==> config.mk <==
export PLATFORM = sky130hd
export DESIGN_NAME = deskew_axil_slave
export DESIGN_NICKNAME = d
export VERILOG_FILES = /design/src/rtl/deskew_axil_slave.sv
export SDC_FILE = /design/constraint.sdc
export NUM_CORES = 1
export LEC_CHECK = 0
export BUFFER_PORTS_ARGS = -buffer_cell sky130_fd_sc_hd__buf_2
export CORE_ASPECT_RATIO = 1.2
export CORE_UTILIZATION = 55
export CTS_BUF_LIST = sky130_fd_sc_hd__clkbuf_8
export CTS_CLUSTER_DIAMETER = 30
export DETAILED_ROUTE_END_ITERATION = 10
export GPL_ROUTABILITY_DRIVEN = 0
export HOLD_SLACK_MARGIN = 0.05
export PLACE_DENSITY = 0.88
export SYNTH_ARGS = -nofsm -noshare
export SYNTH_HDL_FRONTEND = slang
export SYNTH_SLANG_ARGS = --single-unit
==> constraint.sdc <==
create_clock -name clk -period 3.8 [get_ports clk]
set_input_delay 0.57 -clock clk [delete_from_list [all_inputs] [get_ports clk]]
set_output_delay 0.57 -clock clk [all_outputs]
set_load 0.05 [all_outputs]
==> src/rtl/deskew_axil_slave.sv <==
// AXI4-Lite slave front end for the deskew register block.
// Converts AXI4-Lite reads/writes into single-cycle read_reg/write_reg strobes.
// Write and read paths are independent; each allows at most one outstanding transaction.
module deskew_axil_slave #(
    parameter int unsigned ADDR_WIDTH = 8,
    parameter int unsigned DATA_WIDTH = 32,
    parameter int unsigned MAX_ADDR   = 32'h10
) (
    input  logic                  clk,
    input  logic                  rst_n,
    // AW channel
    input  logic [ADDR_WIDTH-1:0] s_awaddr,
    input  logic                  s_awvalid,
    output logic                  s_awready,
    // W channel
    input  logic [DATA_WIDTH-1:0] s_wdata,
    input  logic [3:0]            s_wstrb,
    input  logic                  s_wvalid,
    output logic                  s_wready,
    // B channel
    output logic [1:0]            s_bresp,
    output logic                  s_bvalid,
    input  logic                  s_bready,
    // AR channel
    input  logic [ADDR_WIDTH-1:0] s_araddr,
    input  logic                  s_arvalid,
    output logic                  s_arready,
    // R channel
    output logic [DATA_WIDTH-1:0] s_rdata,
    output logic [1:0]            s_rresp,
    output logic                  s_rvalid,
    input  logic                  s_rready,
    // Register block side
    output logic                  write_reg,
    output logic [ADDR_WIDTH-1:0] reg_waddr,
    output logic [DATA_WIDTH-1:0] reg_wdata,
    output logic                  read_reg,
    output logic [ADDR_WIDTH-1:0] reg_raddr,
    input  logic [DATA_WIDTH-1:0] reg_rdata
);

    localparam int unsigned STRB_WIDTH  = 4;
    localparam int unsigned RESP_WIDTH  = 2;
    localparam logic [RESP_WIDTH-1:0] RESP_OKAY   = 2'b00;
    localparam logic [RESP_WIDTH-1:0] RESP_SLVERR = 2'b10;
    localparam logic [STRB_WIDTH-1:0] STRB_FULL   = 4'hF;

    typedef enum logic [1:0] {W_IDLE, W_REQ, W_RESP} wstate_e;
    typedef enum logic [1:0] {R_IDLE, R_REQ, R_RESP} rstate_e;

    // Word-aligned and inside the mapped window.
    function automatic logic addr_ok(input logic [ADDR_WIDTH-1:0] addr);
        return (addr[1:0] == 2'b00) && (addr <= ADDR_WIDTH'(MAX_ADDR));
    endfunction

    // ------------------------------------------------------------------
    // Write path state
    // ------------------------------------------------------------------
    wstate_e                 wstate_q, wstate_d;
    logic                    aw_held_q, aw_held_d;
    logic                    w_held_q, w_held_d;
    logic [ADDR_WIDTH-1:0]   awaddr_q, awaddr_d;
    logic [DATA_WIDTH-1:0]   wdata_q, wdata_d;
    logic [STRB_WIDTH-1:0]   wstrb_q, wstrb_d;
    logic                    awready_q, awready_d;
    logic                    wready_q, wready_d;
    logic                    bvalid_q, bvalid_d;
    logic [RESP_WIDTH-1:0]   bresp_q, bresp_d;
    logic                    write_reg_q, write_reg_d;
    logic [ADDR_WIDTH-1:0]   reg_waddr_q, reg_waddr_d;
    logic [DATA_WIDTH-1:0]   reg_wdata_q, reg_wdata_d;
    logic                    aw_hs, w_hs, wr_ok;

    // ------------------------------------------------------------------
    // Read path state
    // ------------------------------------------------------------------
    rstate_e                 rstate_q, rstate_d;
    logic                    arready_q, arready_d;
    logic                    rvalid_q, rvalid_d;
    logic [RESP_WIDTH-1:0]   rresp_q, rresp_d;
    logic                    read_reg_q, read_reg_d;
    logic [ADDR_WIDTH-1:0]   reg_raddr_q, reg_raddr_d;
    logic                    ar_hs, rd_ok;

    // Write path next-state: capture AW/W independently, strobe once both are held.
    always_comb begin
        wstate_d    = wstate_q;
        aw_held_d   = aw_held_q;
        w_held_d    = w_held_q;
        awaddr_d    = awaddr_q;
        wdata_d     = wdata_q;
        wstrb_d     = wstrb_q;
        awready_d   = awready_q;
        wready_d    = wready_q;
        bvalid_d    = bvalid_q;
        bresp_d     = bresp_q;
        write_reg_d = 1'b0;
        reg_waddr_d = reg_waddr_q;
        reg_wdata_d = reg_wdata_q;
        wr_ok       = 1'b0;
        aw_hs       = s_awvalid & awready_q;
        w_hs        = s_wvalid & wready_q;

        case (wstate_q)
            W_IDLE: begin
                if (aw_hs) begin
                    aw_held_d = 1'b1;
                    awaddr_d  = s_awaddr;
                    awready_d = 1'b0;
                end
                if (w_hs) begin
                    w_held_d = 1'b1;
                    wdata_d  = s_wdata;
                    wstrb_d  = s_wstrb;
                    wready_d = 1'b0;
                end
                // Strobe is launched on entry so it is visible during W_REQ.
                if (aw_held_d && w_held_d) begin
                    wstate_d  = W_REQ;
                    awready_d = 1'b0;
                    wready_d  = 1'b0;
                    wr_ok     = addr_ok(awaddr_d) && (wstrb_d == STRB_FULL);
                    if (wr_ok) begin
                        write_reg_d = 1'b1;
                        reg_waddr_d = awaddr_d;
                        reg_wdata_d = wdata_d;
                        bresp_d     = RESP_OKAY;
                    end else begin
                        bresp_d     = RESP_SLVERR;
                    end
                end
            end
            W_REQ: begin
                wstate_d = W_RESP;
                bvalid_d = 1'b1;
            end
            W_RESP: begin
                if (s_bready) begin
                    wstate_d  = W_IDLE;
                    bvalid_d  = 1'b0;
                    aw_held_d = 1'b0;
                    w_held_d  = 1'b0;
                    awready_d = 1'b1;
                    wready_d  = 1'b1;
                end
            end
            default: begin
                wstate_d = W_IDLE;
            end
        endcase
    end

    // Write path registers.
    always_ff @(posedge clk or negedge rst_n) begin
        if (!rst_n) begin
            wstate_q    <= W_IDLE;
            aw_held_q   <= 1'b0;
            w_held_q    <= 1'b0;
            awaddr_q    <= '0;
            wdata_q     <= '0;
            wstrb_q     <= '0;
            awready_q   <= 1'b1;
            wready_q    <= 1'b1;
            bvalid_q    <= 1'b0;
            bresp_q     <= RESP_OKAY;
            write_reg_q <= 1'b0;
            reg_waddr_q <= '0;
            reg_wdata_q <= '0;
        end else begin
            wstate_q    <= wstate_d;
            aw_held_q   <= aw_held_d;
            w_held_q    <= w_held_d;
            awaddr_q    <= awaddr_d;
            wdata_q     <= wdata_d;
            wstrb_q     <= wstrb_d;
            awready_q   <= awready_d;
            wready_q    <= wready_d;
            bvalid_q    <= bvalid_d;
            bresp_q     <= bresp_d;
            write_reg_q <= write_reg_d;
            reg_waddr_q <= reg_waddr_d;
            reg_wdata_q <= reg_wdata_d;
        end
    end

    // Read path next-state: capture AR, strobe for one cycle, then hold the response.
    always_comb begin
        rstate_d    = rstate_q;
        arready_d   = arready_q;
        rvalid_d    = rvalid_q;
        rresp_d     = rresp_q;
        read_reg_d  = 1'b0;
        reg_raddr_d = reg_raddr_q;
        rd_ok       = 1'b0;
        ar_hs       = s_arvalid & arready_q;

        case (rstate_q)
            R_IDLE: begin
                if (ar_hs) begin
                    rstate_d    = R_REQ;
                    arready_d   = 1'b0;
                    reg_raddr_d = s_araddr;
                    rd_ok       = addr_ok(s_araddr);
                    read_reg_d  = rd_ok;
                    rresp_d     = rd_ok ? RESP_OKAY : RESP_SLVERR;
                end
            end
            R_REQ: begin
                rstate_d = R_RESP;
                rvalid_d = 1'b1;
            end
            R_RESP: begin
                if (s_rready) begin
                    rstate_d  = R_IDLE;
                    rvalid_d  = 1'b0;
                    arready_d = 1'b1;
                end
            end
            default: begin
                rstate_d = R_IDLE;
            end
        endcase
    end

    // Read path registers.
    always_ff @(posedge clk or negedge rst_n) begin
        if (!rst_n) begin
            rstate_q    <= R_IDLE;
            arready_q   <= 1'b1;
            rvalid_q    <= 1'b0;
            rresp_q     <= RESP_OKAY;
            read_reg_q  <= 1'b0;
            reg_raddr_q <= '0;
        end else begin
            rstate_q    <= rstate_d;
            arready_q   <= arready_d;
            rvalid_q    <= rvalid_d;
            rresp_q     <= rresp_d;
            read_reg_q  <= read_reg_d;
            reg_raddr_q <= reg_raddr_d;
        end
    end

    assign s_awready = awready_q;
    assign s_wready  = wready_q;
    assign s_bvalid  = bvalid_q;
    assign s_bresp   = bresp_q;
    assign write_reg = write_reg_q;
    assign reg_waddr = reg_waddr_q;
    assign reg_wdata = reg_wdata_q;

    assign s_arready = arready_q;
    assign s_rvalid  = rvalid_q;
    assign s_rresp   = rresp_q;
    assign read_reg  = read_reg_q;
    assign reg_raddr = reg_raddr_q;

    // reg_rdata arrives the cycle after read_reg and is already registered and held
    // by the register block, so it is forwarded directly to meet the T+2 R timing.
    assign s_rdata = (rresp_q == RESP_OKAY) ? reg_rdata : '0;

endmodule

==> results of run 1 <==
## area by class of cell
cell class,count,area [µm²]
sequential,107,2680
inverter,4,15.0
fill,607,2540
clock inverter,4,56.3
multi-input combinational,225,2120
tap,117,146
antenna,2,5.00
clock buffer,11,151
timing repair buffer,183,941
## final timing paths
kind                         startpoint       endpoint  slack [ns]  depth (start not counted)
setup / recovery               s_wready  reg_wdata[16]        1.31                          5
hold / removal              s_araddr[7]       read_reg        0.39                          2
setup reg to reg               s_wready  reg_wdata[16]        1.31                          5
hold reg to reg            reg_raddr[1]   reg_raddr[1]        0.51                          1
max in group asynchronous         rst_n    wstate_q[1]        2.53                          2
min in group asynchronous         rst_n  reg_wdata[17]        0.41                          1
## cells in the mapped netlist
library cell | number | area [µm²]
nor4_1 | 1 | 6.26
or3_1 | 1 | 6.26
nor2_1 | 14 | 52.6
mux2_4 | 32 | 480
nand3_1 | 1 | 5.00
buf_4 | 5 | 37.5
buf_6 | 2 | 22.5
mux2_2 | 87 | 980
nor4_4 | 1 | 21.3
clkbuf_1 | 8 | 30.0
nand4_1 | 2 | 12.5
nor3_1 | 2 | 10.0
a21oi_2 | 1 | 8.76
nand2b_1 | 2 | 12.5
nor2b_1 | 38 | 238
o21ba_2 | 2 | 20.0
conb_1 | 1 | 3.75
o221ai_1 | 1 | 8.76
nand2_1 | 8 | 30.0
nand2_4 | 1 | 11.3
inv_1 | 4 | 15.0
nor3_2 | 2 | 20.0
a21boi_0 | 1 | 7.51
buf_12 | 3 | 60.1
nor4bb_1 | 1 | 10.0
dfrtp_1 | 104 | 2600
a21oi_1 | 7 | 35.0
dfstp_2 | 3 | 78.8
o2111a_1 | 1 | 11.3
or4_1 | 1 | 7.51
and3_1 | 2 | 12.5
buf_2 | 1 | 5.00
o21ai_0 | 9 | 45.0
mux2i_1 | 3 | 30.0
or2_2 | 1 | 6.26
a211o_1 | 1 | 8.76
## through the flow
step | worst slack, ns | instance area [µm²]
after floorplan | 1.65 | 4960
after global placement | 1.10 | 5900
after detailed placement | 1.10 | 5900
after CTS | 1.30 | 6110
after global routing | 1.20 | 6110
final | 1.31 | 6120
## power breakdown
group	internal, mW	switching, mW	total, mW
sequential	1.19	0.0660	1.25
combinational	0.193	0.653	0.846
clock	0.344	0.382	0.726
total	1.72	1.10	2.82
## per-layer routing
| layer | part of all wire (%) | global-route usage, % |
|---|---|---|
| met5 | 0 | 0 |
| met2 | 54 | 45.9 |
| met1 | 37 | 25.1 |
| met4 | 2.8 | 10.0 |
| met3 | 5.7 | 5.59 |
## kinds of logic after synthesis
group,Yosys count
multiplexers,122
AO/OA/AOI/OAI,23
other,1
AND/OR/NAND/NOR,78
flip-flops,107
buffers and inverters,23
## worst register-to-register path: stages (launching register included)
cell and delay (ns):
dfstp_2 0.57, a21oi_1 0.13, nor4_4 0.31, o2111a_2 0.75, buf_12 0.29, mux2_4 0.33
==> results_dict.tcl, run 1 <==
set metrics [dict create \
    fin_total_pwr_mw 2.82 \
    fin_setup_tns_ns 0 \
    rsz0062_at_grt "no" \
    power_leakage_nw 3.35 \
    globalRouteTotalUtil_pct 24.3 \
    path_max_fanout 24 \
    vias_per_cell 5.26 \
    synth_compound_area_share_pct 2.93 \
    start_util_pct 57.2 \
    drv_cap 0 \
    dpl.cell_count 636 \
    clockBufferDepth 2 \
    grt_max_degree 94 \
    floorplan.rows 37 \
    post_drt_wl_per_cell_um 16.7 \
    synthMuxAreaShare_pct 30.1 \
    crit_type "reg -> reg" \
    hp-class "in -> reg" \
    final_cell_mix "buf_2, dfrtp_1, mux2_2, nor2b_1, mux2_4" \
    synth_adder_area_share_pct 0 \
    postCtsHoldBufs 0 \
    dp_hpwl_mm 8.09 \
    cts_tree "done" \
    grt_pass1_vias 3512 \
    seq_area_frac_synth_pct 54.1 \
    ctsResizeCount 0 \
    finalCritPeriodShare_pct 65.5 \
    drc 0 \
    cp-start-kind "register" \
    synthXorXnorAreaFrac_pct 0 \
    syn-cell-area_um2 4950 \
    finalSetupViolations 0 \
    grt_first_pass_wirelength_mm 16.6 \
    core_um2 8660 \
    finalHoldViolCount 0 \
    boundaryPins 182 \
    synth_top_family_by_area "multiplexers" \
    synth_area_per_cell_um2 14.0 \
    power_density_nw_per_um2 462 \
    post_cts_buffers 0 \
    cp_cell_sequence "a21oi_1 -> nor4_4 -> o2111a_2 -> buf_12 -> mux2_4" \
    drt_iter0_drc 125 \
    postRouteAntennaNets 0 \
    vdd_drop_max_mv 0.285 \
    antenna_found_initial 2 \
    grt-ovfl-total 0 \
    cp_slowest_cell "o2111a_2" \
    cpPeakStageDelay_ns 0.75 \
    period_needed_ns 2.49 \
    critPathCaptureType "register" \
    cp_top_family "compound AO/OA/AOI/OAI gates" \
    num_vias 3433 \
    worstSkewPairLatency_ns 0.38 \
    synth_simple_gate_area_share_pct 9.32 \
    finalNonFillerCells 653 \
    final_common_cell "buf_2" \
    area_delta_synth_final_pct 23.5 \
    clock.fmax_ghz 0.402 \
    worst_pin_slew_ns 1.14 \
    die_h_um 106 \
    die_area_um2 9390 \
    skew_ns 0.00787 \
    netlist_instances 354 \
    drt-pass1-iter-count 5 \
    ys_warn_count 0 \
    layout-drive-gt1-share_pct 62.0 \
    status "finished clean" \
    routed_wl_mm 10.9 \
    cts_sinks 107 \
    path_clk_slew_ns 0.10 \
    hold_slack_ns 0.393 \
    cts_buffers 9 \
    io_buffers 179 \
    critPathRequiredTime_ns 4.07 \
    num-nets-final 621 \
    postLayoutCoreUtil_pct 70.7 \
    relSlewSlack_pct 23.1 \
    htreeDepth 3 \
    ys_types 36 \
    die_w_um 88.6 \
    slew_violations 0 \
    cts-root-buf "clkbuf_8" \
    cp.arrival_ns 2.76 \
    synth-seq-cells 107 \
    cp_num_buf_inv 1 \
]
No activity file was read; power rests on OpenSTA's default activity.
==> inputs of run 2 (changes only) <==
Settings changed: ABC_AREA from default to 1, CORE_UTILIZATION 55 to 46, PLACE_DENSITY 0.88 to 0.78.
Clock period 3.8 ns to 2.07 ns, I/O delays scaled along.
==> run 2 against run 1 <==
Against the previous run: sequential share of layout area decreased by 0.84 points; synthesized cell count increased by 81%; clock skew increased by 0.0030 ns; worst setup slack got worse by 1.1 ns; maximum frequency increased by 31%; clock-buffer cell count decreased by 2; register-to-register slack got worse by 1.1 ns; area after synthesis increased by 0.18%; sequential cell count unchanged; die area increased by 19%; worst hold slack got worse by 0.24 ns; non-clock buffer count increased by 15; critical path type unchanged; largest cell class unchanged; highest routed layer unchanged.
==> results_dict.tcl, run 2 <==
set metrics [dict create \
    period_needed_ns 1.90 \
    htreeDepth 3 \
    ys.flop_type "dfrtp_1" \
    status "finished clean" \
    ys_types 27 \
    die_w_um 96.8 \
    postRouteAntennaNets 0 \
    power_leakage_nw 3.68 \
    io_buffers 179 \
    pwr-share-seq_pct 41.2 \
    grt_pass1_vias 4244 \
    netlist_instances 640 \
    cp_num_buf_inv 3 \
    yosysTopAreaCell "dfrtp_1" \
    cts-root-buf "clkbuf_8" \
    synth_area_per_cell_um2 7.75 \
    yosysMostFrequentCell "nand2_1" \
    synthMuxAreaShare_pct 0 \
    cts_sinks 107 \
    postLayoutCoreUtil_pct 59.3 \
    vias_per_cell 4.79 \
    antenna_found_initial 0 \
    final_cell_mix "nand2_1, buf_2, dfrtp_1, inv_1, o21ai_0" \
    area_delta_synth_final_pct 25.7 \
    seq_area_frac_synth_pct 54.0 \
    finalHoldViolCount 0 \
    synth_adder_area_share_pct 0 \
    die_area_um2 11200 \
    relSlewSlack_pct 65.5 \
    drt_iter0_drc 226 \
    cp.arrival_ns 2.16 \
    cp_slowest_cell "dfstp_2" \
    ys_top_cells_by_area "dfrtp_1, nand2_1, o21ai_0, inv_1, nand3_1" \
    critPathCaptureType "register" \
    slew_violations 0 \
    cp_top_family "simple AND/OR/NAND/NOR gates" \
    worstSkewPairLatency_ns 0.37 \
    skew_ns 0.0108 \
    core_um2 10500 \
    synth_simple_gate_area_share_pct 26.1 \
    finalSetupViolations 0 \
    async_flop_share_pct 100 \
    p_sw_share_pct 42.6 \
    syn-cell-area_um2 4960 \
    worst_pin_slew_ns 0.517 \
    routed_wl_mm 11.9 \
    synth-edff-count 0 \
    final_common_cell "nand2_1" \
    n_antenna_cell 0 \
    floorplan.rows 41 \
    vdd_drop_max_mv 0.766 \
    finalCritPeriodShare_pct 91.7 \
    boundaryPins 182 \
    drt-pass1-iter-count 4 \
    dp_hpwl_mm 8.82 \
    p_comb_share_pct 41.5 \
    drv_cap 0 \
    post_drt_wl_per_cell_um 12.5 \
    yosys-top-cells-count "nand2_1, dfrtp_1, inv_1, o21ai_0, nor2_1" \
    critPathRequiredTime_ns 2.33 \
    start_util_pct 47.2 \
    fin_setup_tns_ns 0 \
    num-nets-final 910 \
    intPower_mw 4.08 \
    die_h_um 116 \
    grt-ovfl-total 0 \
    power_density_nw_per_um2 1140 \
    fin_total_pwr_mw 7.11 \
    grt_first_pass_wirelength_mm 19.3 \
    globalRouteTotalUtil_pct 21.6 \
    path_clk_slew_ns 0.10 \
    grt_max_degree 39 \
    synth_compound_area_share_pct 8.68 \
    layout-drive-gt1-share_pct 27.2 \
    synth_top_area_share_pct 52.5 \
    p_sw_mw 3.03 \
    cp_cell_sequence "nand2_4 -> inv_1 -> nand2_1 -> o21ai_0 -> nor2_1 -> nor2_4 -> buf_4 -> nand2_8 -> inv_2 -> nor2_1" \
    hp-class "in -> reg" \
    crit_top_cell "nor2_1" \
    synth_top_family_by_area "simple AND/OR/NAND/NOR gates" \
    clockBufferDepth 2 \
    drc 0 \
    cpPeakStageDelay_ns 0.61 \
    cp-start-kind "register" \
    ys_warn_count 0 \
    num_vias 4556 \
    synthXorXnorAreaFrac_pct 0 \
    synth-seq-cells 107 \
    clock.fmax_ghz 0.527 \
    path_max_fanout 18 \
    crit_type "reg -> reg" \
    rsz0062_at_grt "no" \
    cts_buffers 9 \
    cts_tree "done" \
    clock_power_share_pct 17.4 \
]
==> run 2: cell count changes in the layout (fill, tap and decap cells not counted), moves of 4 or more <==
| cell | change |
|---|---|
| nor2b_1 | -38 |
| nand2_1 | +197 |
| nor2_1 | +38 |
| o21ai_0 | +67 |
| inv_1 | +92 |
| mux2_2 | -87 |
| a21oi_1 | -6 |
| mux2_4 | -32 |
| a31oi_1 | +4 |
| o21ai_1 | +4 |
| buf_4 | +10 |
| nand3_1 | +45 |
==> run 2: per-layer routing <==
layer,track usage (%),up-vias,part of all wire (%)
met4,9.15,0,2.4
met1,23.8,2096,40
met5,0,-,0
met3,5.19,17,5.4
met2,40.1,131,52
li1,-,2312,-
==> run 2: worst paths after layout <==
check / slack, ns / to / startpoint / depth (start not counted)
worst max-delay path: 0.17 / reg_waddr[7] / s_awready / 10
max in group asynchronous: 1.02 / s_arready / rst_n / 3
worst max register to register: 0.17 / reg_waddr[7] / s_awready / 10
min in group asynchronous: 0.44 / wdata_q[11] / rst_n / 2
worst min register to register: 0.47 / s_rvalid / s_rvalid / 2
worst min-delay path: 0.15 / reg_raddr[2] / s_araddr[2] / 3
==> run 2: stage by stage <==
stage,cell area [µm²],instances,worst slack [ns],hold WS [ns]
finish,6240,952,0.172,0.150
global route,6240,952,0.00261,0.160
CTS,6180,948,0.0664,0.134
detailed placement,5990,932,0.0782,0.316
global placement,5990,932,0.164,0.321
floorplan,4960,641,0.121,0.0149
==> run 2: logic make-up (layout without fill, tap and decap cells) <==
group | count (synthesis) | in the layout
other | 1 | 2
AO/OA/AOI/OAI | 85 | 85
buffers and inverters | 130 | 311
flip-flops | 107 | 107
AND/OR/NAND/NOR | 317 | 318
==> run 2: worst register-to-register path: cells and delay by family (launching register included) <==
| family | cells | cell delay (ns) |
|---|---|---|
| and+or+nand+nor | 6 | 0.62 |
| DFF | 1 | 0.61 |
| buffers and inverters | 3 | 0.44 |
| AOI/OAI and AO/OA | 1 | 0.12 |
==> run 2: power by group through the flow <==
stage	combinational (mW)	sequential (mW)	clock, mW
after floorplan	1.72	3.38	0
after global placement	2.83	2.94	0
after detailed placement	2.91	2.96	0
after CTS	2.91	2.92	1.27
after global routing	3.36	2.99	1.34
final	2.95	2.93	1.23
==> run 2: cell type report <==
cell class	instances	area (µm²)
repair buffers	198	1080
clock buffers	9	124
inverters	98	368
multi-input cells	405	1760
clock inverters	6	58.8
flip-flops and latches	107	2680
fillers	1005	4280
well taps	129	161
==> run 2: what timing repair did <==
item / CTS / global route
setup buffers: 0 / 3
endpoints found under the hold margin: 33 / 0
setup endpoints to repair: 0 / 42
resized for setup: 0 / 5
hold buffers: 1 / 0
==> inputs of run 3 (changes only) <==
Settings changed: BUFFER_PORTS_ARGS -buffer_cell sky130_fd_sc_hd__buf_2 to default, CORE_UTILIZATION 46 to 55, DONT_BUFFER_PORTS from default to 1, PLACE_DENSITY 0.78 to 0.73.
==> run 3 against run 2 <==
Against the previous run: the run now ends with hold timing left; largest cell class unchanged; clock skew down 0.0027 ns; routed wire length down 7.1%; largest power group is now sequential cells; total power down 2.5%; critical path depth down 1; register-to-register slack about the same; sequential share of layout area up 5.3 points; combinational power down 20%; clock-buffer cell count up 2; sequential cell count unchanged; cell count down 17%.
==> results_dict.tcl, run 3 (synthesis gave the netlist of run 2 again) <==
set metrics [dict create \
    status "finished, violations left" \
    violations "hold timing" \
    grt_busiest_layer "met2" \
    drt_iter0_drc 232 \
    multi_input_area_um2 1750 \
    grtUsageMet3_pct 6.91 \
    path_max_fanout 36 \
    cp_cell_sequence "nand2_2 -> nand2_1 -> nand2_1 -> nor2_2 -> nand2_1 -> nor2_4 -> nand2_8 -> inv_2 -> nor2_1" \
    drc 0 \
    globalRouteTotalUtil_pct 24.7 \
    cts_buffers 9 \
    clockBufferDepth 2 \
    grt_first_pass_wirelength_mm 18.0 \
    die_area_um2 9410 \
    finalCritPeriodShare_pct 91.9 \
    cts_tree "done" \
    drt-pass1-iter-count 4 \
    num-nets-final 762 \
    final_cell_mix "nand2_1, dfrtp_1, inv_1, o21ai_0, nor2_1" \
    dp_hpwl_mm 7.88 \
    power_leakage_nw 3.03 \
    routed_wl_mm 11.1 \
    critPathRequiredTime_ns 2.32 \
    fin_setup_tns_ns 0 \
    vdd_drop_max_mv 0.799 \
    cp_top_family "simple AND/OR/NAND/NOR gates" \
    floorplan.rows 37 \
    boundaryPins 182 \
    slew_violations 0 \
    antenna_found_initial 0 \
    n_fill_cell 746 \
    num_vias 4047 \
    postRouteAntennaNets 0 \
    post_drt_wl_per_cell_um 14.0 \
    place_ws_ns -0.0334 \
    cp.depth 9 \
    fin_total_pwr_mw 6.93 \
    start_util_pct 57.3 \
    seq_area_um2 2680 \
    n_antenna_cell 0 \
    grt_pass1_vias 3945 \
    worst_r2r_path_depth 9 \
    cp-start-kind "register" \
    postCtsHoldBufs 3 \
    worst_pin_slew_ns 0.551 \
    path_clk_slew_ns 0.09 \
    io_buffers 0 \
    crit_top_cell "nand2_1" \
    power_density_nw_per_um2 1250 \
    area_delta_synth_final_pct 11.9 \
    vias_per_cell 5.10 \
    finalSetupViolations 0 \
    crit_type "reg -> reg" \
    hold_slack_ns -0.368 \
    layout-drive-gt1-share_pct 10.9 \
    rsz0062_at_grt "no" \
    die_w_um 88.7 \
    cts-root-buf "clkbuf_8" \
    skew_ns 0.00812 \
    relSlewSlack_pct 63.3 \
    cp_num_buf_inv 1 \
    timing.final.ws_setup_ns 0.168 \
    grt-ovfl-total 0 \
    grt_max_degree 108 \
    final_common_cell "nand2_1" \
    grt_util_met1_pct 31.2 \
    core_um2 8660 \
    cp_slowest_cell "dfstp_2" \
    period_needed_ns 1.90 \
    grt_use_met2_pct 40.2 \
    hp-class "in -> async" \
    die_h_um 106 \
    cpPeakStageDelay_ns 0.54 \
    cts_sinks 107 \
    cp.arrival_ns 2.15 \
    htreeDepth 3 \
    clock.fmax_ghz 0.526 \
    worstSkewPairLatency_ns 0.36 \
    drv_cap 0 \
    finalHoldViolCount 107 \
    critPathCaptureType "register" \
]
-- run 3: cell types whose count changed in the layout (fill, tap and decap cells not counted), moves of 2 or more --
cell / before / now
clkbuf_8: 9 / 11
nand2_4: 2 / 0
buf_2: 178 / 0
dlygate4sd3_1: 1 / 3
buf_4: 14 / 45
-- run 3: area by class of cell --
| cell class | instances | share of cell area (%) |
|---|---|---|
| timing repair buffer | 51 | 7.39 |
| clock buffer | 11 | 2.73 |
| inverter | 98 | 6.63 |
| sequential | 107 | 48.3 |
| tap | 117 | 2.64 |
| clock inverter | 5 | 0.834 |
| multi-input combinational | 404 | 31.5 |
-- run 3: worst register-to-register path: cells and delay by family, from the launching register on --
| family | cells | cell delay, ns |
|---|---|---|
| flip-flops | 1 | 0.54 |
| AND/OR/NAND/NOR | 8 | 1.09 |
| buffers and inverters | 1 | 0.17 |
-- run 3: path summary, 6_finish.rpt --
path / start / to / slack (ns)
setup / recovery: s_awready / reg_waddr[5] / 0.17
hold / removal: rst_n / reg_wdata[22] / -0.37
setup reg to reg: s_awready / reg_waddr[5] / 0.17
hold reg to reg: aw_held_q / aw_held_q / 0.48
max in group asynchronous: rst_n / s_wready / 2.19
min in group clk: s_araddr[6] / reg_raddr[6] / 0.07
-- run 3: layer usage --
layer / vias up / wire (µm) / share of wire, %
met5: - / 0 / 0
met4: 0 / 216 / 1.9
li1: 2015 / - / -
met1: 1883 / 4570 / 41
met2: 129 / 5490 / 50
met3: 20 / 805 / 7.3
-- run 3: where the power goes --
part / leakage (nW) / switching (mW) / internal [mW]
combinational: 1.55 / 1.61 / 0.741
clock: 0.113 / 0.652 / 0.612
sequential: 1.36 / 0.658 / 2.66
-- run 3: metrics by stage --
stage	cells	utilization (%)	area, µm²
after floorplan	641	-	4960
after global placement	772	61.1	5290
after detailed placement	772	61.1	5290
after CTS	791	63.9	5530
after global routing	793	64.1	5550
final	793	64.1	5550
-- run 3: what timing repair did --
action / CTS / global route
gates cloned: 0 / 0
gates resized for setup: 1 / 2
pin swaps: 0 / 1
buffers inserted: 0 / 2
endpoints found under the setup margin: 6 / 42
hold endpoints to repair: 110 / 107
